**config.mk**
```make
export PLATFORM = sky130hd
export DESIGN_NAME = mem_port_arbiter
export DESIGN_NICKNAME = d
export VERILOG_FILES = /design/src/rtl/mem_port_arbiter_pkg.sv /design/src/rtl/mem_port_arbiter_lat_counter.sv /design/src/rtl/mem_port_arbiter.sv
export SDC_FILE = /design/constraint.sdc
export NUM_CORES = 1
export LEC_CHECK = 0
export ABC_AREA = 1
export BUFFER_PORTS_ARGS = -buffer_cell sky130_fd_sc_hd__buf_2
export CORE_ASPECT_RATIO = 1.2
export CORE_MARGIN = 3
export CORE_UTILIZATION = 43
export CTS_CLUSTER_SIZE = 12
export DETAILED_ROUTE_END_ITERATION = 6
export GPL_ROUTABILITY_DRIVEN = 0
export PLACE_DENSITY = 0.77
export SYNTH_ARGS = -nofsm -noshare
export SYNTH_HDL_FRONTEND = slang
export SYNTH_HIERARCHICAL = 1
export SYNTH_SLANG_ARGS = --single-unit
```
**constraint.sdc**
```tcl
create_clock -name clk -period 4.3 [get_ports clk]
set_clock_uncertainty 0.15 [all_clocks]
set_input_delay 0.645 -clock clk [delete_from_list [all_inputs] [get_ports clk]]
set_output_delay 0.645 -clock clk [all_outputs]
set_load 0.05 [all_outputs]
```
**src/rtl/mem_port_arbiter_pkg.sv**
```systemverilog
// rtl/mem_port_arbiter_pkg.sv - shared encodings for the unified memory port arbiter
package mem_arb_pkg;

    // Transaction sequencing: one grant walks IDLE -> ISSUE -> WAIT -> RESP -> IDLE.
    typedef enum logic [1:0] {
        ST_IDLE  = 2'd0,
        ST_ISSUE = 2'd1,
        ST_WAIT  = 2'd2,
        ST_RESP  = 2'd3
    } arb_state_e;

    // Which requester owns the transaction currently in flight.
    typedef enum logic {
        OWN_IF = 1'b0,
        OWN_D  = 1'b1
    } arb_owner_e;

    // Instruction fetches are always full-word accesses.
    localparam logic [2:0] FUNCT3_WORD = 3'b010;

endpackage

```
**src/rtl/mem_port_arbiter_lat_counter.sv**
```systemverilog
// rtl/mem_port_arbiter_lat_counter.sv - loadable down-counter timing the memory read latency
//
// Ports:
//   clk, rst  clock and asynchronous active-high reset
//   load_i    load LOAD_VAL into the count
//   dec_i     decrement the count (stops at zero)
//   done_o    high while the count is 1, i.e. the final cycle of the wait
module arb_lat_counter #(
    parameter int WIDTH    = 2,
    parameter int LOAD_VAL = 2
) (
    input  logic clk,
    input  logic rst,
    input  logic load_i,
    input  logic dec_i,
    output logic done_o
);

    logic [WIDTH-1:0] cnt_q;
    logic [WIDTH-1:0] cnt_d;

    always_comb begin
        cnt_d = cnt_q;
        if (load_i) begin
            cnt_d = WIDTH'(LOAD_VAL);
        end else if (dec_i && (cnt_q != '0)) begin
            cnt_d = cnt_q - WIDTH'(1);
        end
    end

    always_ff @(posedge clk or posedge rst) begin
        if (rst) begin
            cnt_q <= '0;
        end else begin
            cnt_q <= cnt_d;
        end
    end

    // The count is loaded at the end of ISSUE, so the first WAIT cycle sees
    // LOAD_VAL and the cycle holding valid read data sees 1.
    assign done_o = (cnt_q == WIDTH'(1));

endmodule

```
**src/rtl/mem_port_arbiter.sv**
```systemverilog
// rtl/mem_port_arbiter.sv - single-port memory arbiter between instruction fetch and load/store
//
// Ports:
//   clk, rst                       clock, asynchronous active-high reset
//   if_req/if_addr                 fetch request (held until if_ready) and pc
//   if_rdata/if_ready              fetched instruction and one-cycle completion pulse
//   d_req_rd/d_req_wr              load/store request (held until d_ready); both high = store
//   d_addr/d_wdata/d_func3         data address, store data, access size
//   d_rdata/d_ready                load data and one-cycle completion pulse
//   stall_if/stall_mem             combinational stall terms for the hazard unit
//   m_en/m_we/m_addr/m_wdata/m_func3  registered memory-side controls
//   m_rdata                        memory read data, valid MEM_LAT cycles after m_en
module mem_port_arbiter
    import mem_arb_pkg::*;
#(
    parameter int ADDR_W     = 32,
    parameter int DATA_W     = 32,
    parameter int MEM_LAT    = 2,
    parameter int MAX_DSTALL = 4
) (
    input  logic              clk,
    input  logic              rst,
    input  logic              if_req,
    input  logic [ADDR_W-1:0] if_addr,
    output logic [DATA_W-1:0] if_rdata,
    output logic              if_ready,
    input  logic              d_req_rd,
    input  logic              d_req_wr,
    input  logic [ADDR_W-1:0] d_addr,
    input  logic [DATA_W-1:0] d_wdata,
    input  logic [2:0]        d_func3,
    output logic [DATA_W-1:0] d_rdata,
    output logic              d_ready,
    output logic              stall_if,
    output logic              stall_mem,
    output logic              m_en,
    output logic              m_we,
    output logic [ADDR_W-1:0] m_addr,
    output logic [DATA_W-1:0] m_wdata,
    output logic [2:0]        m_func3,
    input  logic [DATA_W-1:0] m_rdata
);

    localparam int CNT_W = $clog2(MEM_LAT) + 1;
    localparam int STV_W = $clog2(MAX_DSTALL + 1);
    localparam logic [STV_W-1:0] STV_MAX = STV_W'(MAX_DSTALL);

    arb_state_e        state_q, state_d;
    arb_owner_e        owner_q, owner_d;
    logic [STV_W-1:0]  starve_q, starve_d;
    logic              m_en_q, m_en_d;
    logic              m_we_q, m_we_d;
    logic [ADDR_W-1:0] m_addr_q, m_addr_d;
    logic [DATA_W-1:0] m_wdata_q, m_wdata_d;
    logic [2:0]        m_func3_q, m_func3_d;
    logic [DATA_W-1:0] if_rdata_q, if_rdata_d;
    logic [DATA_W-1:0] d_rdata_q, d_rdata_d;
    logic              if_ready_q, if_ready_d;
    logic              d_ready_q, d_ready_d;

    logic cnt_load, cnt_dec, cnt_done;
    logic d_any, fetch_wins;

    arb_lat_counter #(
        .WIDTH   (CNT_W),
        .LOAD_VAL(MEM_LAT)
    ) u_lat_counter (
        .clk   (clk),
        .rst   (rst),
        .load_i(cnt_load),
        .dec_i (cnt_dec),
        .done_o(cnt_done)
    );

    assign d_any = d_req_rd | d_req_wr;
    // Data has priority unless fetch has already lost MAX_DSTALL grants in a row.
    assign fetch_wins = if_req & (~d_any | (starve_q == STV_MAX));

    always_comb begin
        state_d    = state_q;
        owner_d    = owner_q;
        starve_d   = starve_q;
        m_en_d     = 1'b0;
        m_we_d     = 1'b0;
        m_addr_d   = m_addr_q;
        m_wdata_d  = m_wdata_q;
        m_func3_d  = m_func3_q;
        if_rdata_d = if_rdata_q;
        d_rdata_d  = d_rdata_q;
        if_ready_d = 1'b0;
        d_ready_d  = 1'b0;
        cnt_load   = 1'b0;
        cnt_dec    = 1'b0;

        case (state_q)
            ST_IDLE: begin
                if (if_req | d_any) begin
                    // m_en/m_we are set on entry so they are high exactly in ISSUE.
                    state_d = ST_ISSUE;
                    m_en_d  = 1'b1;
                    if (fetch_wins) begin
                        owner_d   = OWN_IF;
                        m_addr_d  = if_addr;
                        m_wdata_d = '0;
                        m_func3_d = FUNCT3_WORD;
                        starve_d  = '0;
                    end else begin
                        owner_d   = OWN_D;
                        m_we_d    = d_req_wr;
                        m_addr_d  = d_addr;
                        m_wdata_d = d_wdata;
                        m_func3_d = d_func3;
                        if (if_req && (starve_q != STV_MAX)) begin
                            starve_d = starve_q + STV_W'(1);
                        end
                    end
                end
            end
            ST_ISSUE: begin
                cnt_load = 1'b1;
                state_d  = ST_WAIT;
            end
            ST_WAIT: begin
                cnt_dec = 1'b1;
                if (cnt_done) begin
                    state_d = ST_RESP;
                    if (owner_q == OWN_IF) begin
                        if_rdata_d = m_rdata;
                        if_ready_d = 1'b1;
                    end else begin
                        d_rdata_d = m_rdata;
                        d_ready_d = 1'b1;
                    end
                end
            end
            ST_RESP: begin
                state_d = ST_IDLE;
            end
            default: begin
                state_d = ST_IDLE;
            end
        endcase
    end

    always_ff @(posedge clk or posedge rst) begin
        if (rst) begin
            state_q    <= ST_IDLE;
            owner_q    <= OWN_IF;
            starve_q   <= '0;
            m_en_q     <= 1'b0;
            m_we_q     <= 1'b0;
            m_addr_q   <= '0;
            m_wdata_q  <= '0;
            m_func3_q  <= '0;
            if_rdata_q <= '0;
            d_rdata_q  <= '0;
            if_ready_q <= 1'b0;
            d_ready_q  <= 1'b0;
        end else begin
            state_q    <= state_d;
            owner_q    <= owner_d;
            starve_q   <= starve_d;
            m_en_q     <= m_en_d;
            m_we_q     <= m_we_d;
            m_addr_q   <= m_addr_d;
            m_wdata_q  <= m_wdata_d;
            m_func3_q  <= m_func3_d;
            if_rdata_q <= if_rdata_d;
            d_rdata_q  <= d_rdata_d;
            if_ready_q <= if_ready_d;
            d_ready_q  <= d_ready_d;
        end
    end

    assign m_en     = m_en_q;
    assign m_we     = m_we_q;
    assign m_addr   = m_addr_q;
    assign m_wdata  = m_wdata_q;
    assign m_func3  = m_func3_q;
    assign if_rdata = if_rdata_q;
    assign d_rdata  = d_rdata_q;
    assign if_ready = if_ready_q;
    assign d_ready  = d_ready_q;

    assign stall_if  = if_req & ~if_ready_q;
    assign stall_mem = d_any & ~d_ready_q;

endmodule

```
[Word-level counts from Yosys, hierarchy flattened]
Cells that the tools add are included.
Word-level totals
  bits in registers: 143
  bits in latches: 0
  bits in writable memories: 0
  bits in read-only memories: 0
  input bits: 136
  word-level logic and storage cells: 68
  memories: 0
Cells by class
  $add $sub $neg: 2
  multiply operators: 0
  div/mod/pow operators: 0
  order comparisons: 0
  eq/ne operators: 8
  shift-type cells: 0
  muxes and demuxes: 24
  bitwise logic cells: 10
  reductions and logical operators: 11
Operators by type and width (number)
  $mux 32: 2
  $mux 1: 14
  $mux 3: 3
  $reduce_and 3->1: 3
  $mux 2: 4
  $pmux 2 s4: 1
  $reduce_bool 2->1: 3
  $eq 2x1->1 const B: 2
  $eq 2x2->1 const B: 2
  $ne 2x2->1 const B: 2
  $not 1->1: 4
  $reduce_and 2->1: 2
  $add 3x1->3 const B: 1
  $and 1x1->1: 3
  $eq 3x3->1 const B: 1
  $ne 3x3->1 const B: 1
  $or 1x1->1: 3
  $logic_and 1x1->1: 2
  $logic_not 2->1: 1
  $sub 2x1->2 const B: 1

[Logic depth before layout (Yosys ltp)]
Gate-level depths: netlist (run 1).
  depth after elaboration: 7
  depth in mapped cells: 10

[Cells and area by module]
The synthesis (run 1) kept the hierarchy.
Modules (own cells, without submodules)
  mem_port_arbiter: instances 1, cells an instance 728, area each 6059.6 µm², seq. area each 3528.4 µm²
  arb_lat_counter: instances 1, cells an instance 18, area each 132.6 µm², seq. area each 50.0 µm²

[Least setup slack after synthesis (run 1)]
Ideal clock, no wire load.
  path kind: input to output
  from: input if_req
  to: output stall_if
  data arrival time: 1.477 ns
  path slack: 2.028 ns
  cell stages on the path: 3
  buffers on the path: 1
  path through: buf_2 > inv_2 > nor2_1
On the way
  cells in the longest elaborated chain, start to end: 1
RTL lines
  from (decl): line mem_port_arbiter.sv:23  | input logic if_req,
  $and 1x1->1: line mem_port_arbiter.sv:185  | assign stall_if = if_req & ~if_ready_q;
  to (decl): line mem_port_arbiter.sv:34  | output logic stall_if,
No other way between the ends.

[Final worst setup path (run 1)]
  from: register state_q[0]
  to: register if_rdata_q[14], in the netlist if_rdata[14]
On the way
  cells in the longest elaborated chain, start to end: 2
RTL lines
  from (decl): line mem_port_arbiter.sv:48  | arb_state_e state_q, state_d;
  from (signal assigned): line mem_port_arbiter.sv:160  | state_q <= state_d;
  $eq 2x2->1: line mem_port_arbiter.sv:95  | case (state_q)
  $reduce_and 3->1 (no source line)
  to (signal assigned): line mem_port_arbiter.sv:168  | if_rdata_q <= if_rdata_d;
  to (decl): line mem_port_arbiter.sv:56  | logic [DATA_W-1:0] if_rdata_q, if_rdata_d;
No other way between the ends.
A chain may end at the register's enable or synchronous reset.

==> out/qor.yml, run 1 <==
outcome:
  outcome: "complete, no violations"
worst_setup_path:
  cp-end-kind: "flop"
  cp_data_arrival_time_ns: 2.71
  critPathLaunchType: "flop"
  critical_path_class: "reg2reg"
  worst_ep_required_time_ns: 4.43
  worst-path-max-fanout: 65
pwr:
  peakVddDrop_uv: 600
  p_total_w: 0.00777
  cellLeakagePower_nw: 4.90
  p_per_area_mw_per_mm2: 948
timing:
  rsz0062_at_grt: "false"
  fin_tns_setup_ns: 0
  slew_headroom_pct: 20.8
  max_slew.worst_pin.slew_ns: 1.19
  fmax_mhz: 388
  hold_viol_final: 0
  hold_ws_ns: 0.310
  finalMaxSlewViolations: 0
  fin_crit_sh_pct: 60.0
  period_minus_slack_ns: 2.58
  finalSetupViolCount: 0
detailed_routing:
  routed_wl_um: 17000
  wl_per_cell_um: 14.3
  vias: 5659
  via_per_inst: 4.78
  drc_errors: 0
  firstDrtPassIters: 4
  drt_iter0_markers: 409
  ant_nets: 0
layout:
  postLayoutCoreUtil_pct: 58.8
  drive_gt1_share_pct: 31.3
  final_net_count: 1146
  final_cell_area_mm2: 0.00820
  fill_cells: 1227
  syn_to_final_growth_pct: 32.4
  n_antenna_cell: 0
  seqCellArea_mm2: 0.00358
  multi_input_area_mm2: 0.00199
clocking:
  clock_path_buffers: 2
  clk_latency_ns: 0.40
  clock-sinks: 143
  cts_buffers: 17
  cts_tree: "yes"
  clockRootBuffer: "clkbuf_16"
  clk_pin_slew_worst_paths_ns: 0.06
  htree_num_levels: 4
  ctsResizeCount: 0
job:
  max_cap_viol_count: 0
yosys:
  synth_most_common_cell: "nand2_1"
  syn_inst: 746
  synth_top_area_share_pct: 57.8
  synth_ff_type: "dfrtp_1"
  synth_cell_types: 18
  synth_edf_count: 0
  synth_common_cells: "nand2_1, dfrtp_1, inv_1, nand3_1, o21ai_0"
  syn_area_mm2: 0.00619
  synth_nets: 890
  synth.ff_latch_count: 143
  syn_avg_cell_area_um2: 8.30
  yosys.area.top_type: "dfrtp_1"
  async_reset_ff_share_pct: 100
  synth_area_leaders: "dfrtp_1, nand2_1, nand3_1"
  yosys_warnings: 6
  ys_seq_area_share_pct: 57.8
placed_design:
  dp_hpwl_um: 12000
  portBuffers: 272
  placed_area_mm2: 0.00765
min_path:
  hold_class: "in2reg"
global_routing:
  grt_usage_pct: 20.9
  grt_pass1_wl_um: 26000
  grt_max_degree: 71
  grt_pass1_vias: 5364
  antenna_found_initial: 2
  overflow: 0
floorplanning:
  initial_core_util_pct: 44.4
  dieHeight_um: 137
  die_w_um: 116
  die_area_mm2: 0.0159
  ios: 273
  core_area_mm2: 0.0139
  rows: 47
-- metrics by stage --
step                std cells  setup slack (ns)
finish                   1183              1.72
global route             1183              1.35
CTS                      1183              1.67
detailed placement       1153              1.54
global placement         1153              1.55
floorplan                 746              1.74
-- cells in the final DEF (no fill, tap or decap), drive strengths merged --
cell         instances
nor2                 8
inv                117
clkbuf              19
nand2              249
clkinvlp             7
ha                   8
xor2                 1
o21ai               68
dfrtp              143
a21oi                1
or2                  1
dlygate4sd3          1
bufinv               1
buf                278
clkinv               3
nand3              107
-- critical path, stage by stage (launching register included) --
cell and delay (ns):
dfrtp_1 0.39, inv_1 0.11, ha_1 0.34, nand3_2 0.89, o21ai_0 0.53
-- path summary, 6_finish.rpt --
path	startpoint	endpoint	slack [ns]	cells after the start
min in group asynchronous	rst	u_lat_counter/cnt_q[1]$_DFFE_PP0P_	0.51	3
worst min register to register	m_addr[24]$_DFFE_PP0P_	m_addr[24]$_DFFE_PP0P_	0.32	2
max in group asynchronous	rst	m_addr[11]$_DFFE_PP0P_	2.26	4
worst min-delay path	d_wdata[2]	m_wdata[2]$_DFFE_PP0P_	0.31	3
worst max-delay path	state_q[0]$_DFFE_PP0P_	if_rdata[14]$_DFFE_PP0P_	1.72	4
worst max register to register	state_q[0]$_DFFE_PP0P_	if_rdata[14]$_DFFE_PP0P_	1.72	4
-- kinds of logic after synthesis --
family | after synthesis | share of synthesized area (%)
compound gates | 69 | 5.64
xor+xnor | 1 | 0.141
simple gates | 365 | 24.4
fa+ha+maj | 8 | 1.62
flops | 143 | 57.8
buf+inv | 160 | 10.4
-- repair_timing --
item | in CTS | in global routing
hold buffers | 1 | 0
setup buffers | 0 | 0
hold endpoints to repair | 2 | 0
-- flip-flops by register name (all words and copies together) (netlist names) --
signal	flops
u_lat_counter/cnt_q	2
starve_q	3
m_en	1
state_q	2
d_rdata	32
owner_q	1
m_func3	3
if_ready	1
m_wdata	32
m_addr	32
m_we	1
if_rdata	32
d_ready	1
-- cell type report --
cell class	count	area share [%]
multi-input combinational	443	24.3
clock buffer	19	5.40
timing repair buffer	279	17.4
sequential	143	43.7
inverter	118	5.45
clock inverter	10	1.14
tap	171	2.61
-- routing by layer --
layer / vias up / routed length [um] / GRT usage (%)
met1: 2586 / 6920 / 25.8
li1: 2793 / - / -
met3: 26 / 1700 / 7.34
met5: - / 30 / 0
met2: 250 / 8040 / 33.8
met4: 4 / 286 / 7.70
-- where the power goes --
group	leakage, nW	internal [W]	switching [W]
clock network	0.245	0.000798	0.000541
registers	1.67	0.00199	0.000334
logic	2.98	0.000879	0.00323
No activity file was read; power rests on OpenSTA's default activity.
==> run 2, diff against run 1 <==
--- a/config.mk
+++ b/config.mk
@@ -9,11 +9,11 @@
 export BUFFER_PORTS_ARGS = -buffer_cell sky130_fd_sc_hd__buf_2
 export CORE_ASPECT_RATIO = 1.2
 export CORE_MARGIN = 3
-export CORE_UTILIZATION = 43
+export CORE_UTILIZATION = 48
 export CTS_CLUSTER_SIZE = 12
 export DETAILED_ROUTE_END_ITERATION = 6
 export GPL_ROUTABILITY_DRIVEN = 0
-export PLACE_DENSITY = 0.77
+export PLACE_DENSITY = 0.81
 export SYNTH_ARGS = -nofsm -noshare
 export SYNTH_HDL_FRONTEND = slang
 export SYNTH_HIERARCHICAL = 1
==> constraint.sdc (replaced) <==
create_clock -name clk -period 2.4 [get_ports clk]
set_clock_uncertainty 0.15 [all_clocks]
set_input_delay 0.36 -clock clk [delete_from_list [all_inputs] [get_ports clk]]
set_output_delay 0.36 -clock clk [all_outputs]
set_load 0.05 [all_outputs]
==> out/qor.yml, run 2 (synthesis results as in run 1) <==
clocking:
  clockRootBuffer: "clkbuf_16"
  cts_setup_buffers: 0  # unchanged
  clock_path_buffers: 2  # unchanged
  clk_pin_slew_worst_paths_ns: 0.06  # about the same
  clk_latency_ns: 0.41  # about the same
  htree_num_levels: 4  # unchanged
  postCtsHoldBufs: 1  # unchanged
  cts_buffers: 17  # unchanged
  clock-sinks: 143  # unchanged
  ctsResizeCount: 0  # unchanged
  cts_tree: "yes"
worst_setup_path:
  crit_path_max_incr_delay_ns: 0.77  # -0.12 ns
  cp_top_family: "buffers and inverters"
  critPathLaunchType: "flop"
  cp-end-kind: "flop"
  worst_ep_required_time_ns: 2.59  # -1.84 ns
  timing.rr.end: "m_addr[4]$_DFFE_PP0P_"
  worst-path-max-fanout: 67  # +3.1%
  worstSetupStartpoint: "state_q[0]$_DFFE_PP0P_"
  path_buf_inv: 3  # +2
  critical_path_class: "reg2reg"
  cp_cell_sequence: "inv_1 > ha_1 > inv_1 > nor2_4 > inv_2 > nand2_1 > nand2_1"
  slowest_stage: "inv_2"
  ff2ff_path_depth: 7  # +3
  r2r-start: "state_q[0]$_DFFE_PP0P_"
  rrSetupSlack_ns: 0.24  # -1.48 ns
  cp_data_arrival_time_ns: 2.35  # -0.36 ns
timing:
  finalSetupViolCount: 0  # unchanged
  finalMaxSlewViolations: 0  # unchanged
  hold_viol_final: 0  # unchanged
  hold_ws_ns: 0.0250  # -0.285 ns
  fin_crit_sh_pct: 89.8  # +30 points
  period_minus_slack_ns: 2.16  # -0.422 ns
  fmax_mhz: 464  # +20%
  slew_headroom_pct: 25.9  # +5.1 points
  max_slew.worst_pin.slew_ns: 1.11  # -0.0761 ns
  rsz0062_at_grt: "false"
  fin_tns_setup_ns: 0  # unchanged
min_path:
  min_to: "m_wdata[13]$_DFFE_PP0P_"
  hold_class: "in2reg"
  whs_path_depth: 3  # unchanged
  min-delay-start: "d_wdata[13]"
layout:
  layout_common_cells: "buf_2, nand2_1, dfrtp_1"
  final_net_count: 1153  # +0.61%
  drive_gt1_share_pct: 32.0  # +0.67 points
  final_common_cell: "buf_2"
  syn_to_final_growth_pct: 34.7
  final_cell_area_mm2: 0.00834  # +1.7%
floorplanning:
  core_area_mm2: 0.0123  # -12%
  die_w_um: 110  # -5.1%
  dieHeight_um: 130  # -5.1%
  initial_core_util_pct: 50.2  # +5.8 points
  rows: 44  # -6.4%
  ios: 273  # unchanged
  die_area_mm2: 0.0143  # -9.9%
placed_design:
  portBuffers: 272  # unchanged
  dp_hpwl_um: 12400  # +3.9%
  placed_area_mm2: 0.00773  # +1.1%
global_routing:
  grt_pass1_wl_um: 27000  # +4.0%
  grt_pass1_vias: 5332  # -0.60%
  grt_max_degree: 71  # unchanged
  overflow: 0  # unchanged
  grt_usage_pct: 24.5  # +3.6 points
  antenna_found_initial: 1  # -1
detailed_routing:
  ant_nets: 0  # unchanged
  routed_wl_um: 17500  # +2.9%
  firstDrtPassIters: 5  # +1
  vias: 5757  # +1.7%
  wl_per_cell_um: 14.7  # +2.8%
  via_per_inst: 4.86  # +1.6%
  drt_iter0_markers: 465  # +14%
  drc_errors: 0  # unchanged
pwr:
  peakVddDrop_uv: 1220  # +100%
  cellLeakagePower_nw: 4.99  # +1.9%
  p_total_w: 0.0142  # +83%
  p_per_area_mw_per_mm2: 1700  # +80%
outcome:
  outcome: "complete, no violations"
job:
  max_cap_viol_count: 0  # unchanged
[run 2: worst max-delay path by stage]
stage,to,slack (ns),depth (start not counted)
floorplan,d_rdata[0]$_DFFE_PP0P_,0.13,1
global route,m_addr[25]$_DFFE_PP0P_,0.07,7
CTS,m_addr[4]$_DFFE_PP0P_,0.24,7
finish,m_addr[4]$_DFFE_PP0P_,0.24,7
global placement,m_addr[19]$_DFFE_PP0P_,0.33,8
detailed placement,m_addr[4]$_DFFE_PP0P_,0.27,7
[run 2: stage by stage]
step                std cells  utilization [%]  setup WS [ns]
finish                   1184             67.6          0.244
global route             1183             67.6         0.0661
CTS                      1183             67.6          0.240
detailed placement       1150             62.7          0.266
global placement         1150             62.7          0.328
floorplan                 746                -          0.127
[run 2: report_power, final]
| group | internal (W) | total [W] | leakage, nW | switching, W |
|---|---|---|---|---|
| registers | 0.00356 | 0.00419 | 1.67 | 0.000634 |
| logic | 0.00159 | 0.00738 | 3.03 | 0.00578 |
| clock network | 0.00158 | 0.00264 | 0.283 | 0.00105 |
| total | 0.00673 | 0.0142 | 4.99 | 0.00747 |
[run 2: metal layers]
| layer | part of all wire (%) | global-route usage (%) | vias up |
|---|---|---|---|
| met3 | 12 | 9.09 | 22 |
| met5 | 0.040 | 0 | - |
| met4 | 1.4 | 8.14 | 2 |
| met2 | 48 | 40.0 | 276 |
| met1 | 39 | 30.3 | 2637 |
| li1 | - | - | 2820 |
[run 2: final cells by class]
class	instances	area, um^2
antenna	1	2.50
clock buffer	19	443
tap	161	201
timing repair buffer	286	1530
fill	1040	3990
clock inverter	13	151
sequential	143	3580
multi-input combinational	443	1980
inverter	118	447
[run 2: tightest hold or removal path, delay by kind of cell]
family | cells | cell delay (ns)
and+or+nand+nor | 2 | 0.11
buffers and inverters | 1 | 0.08
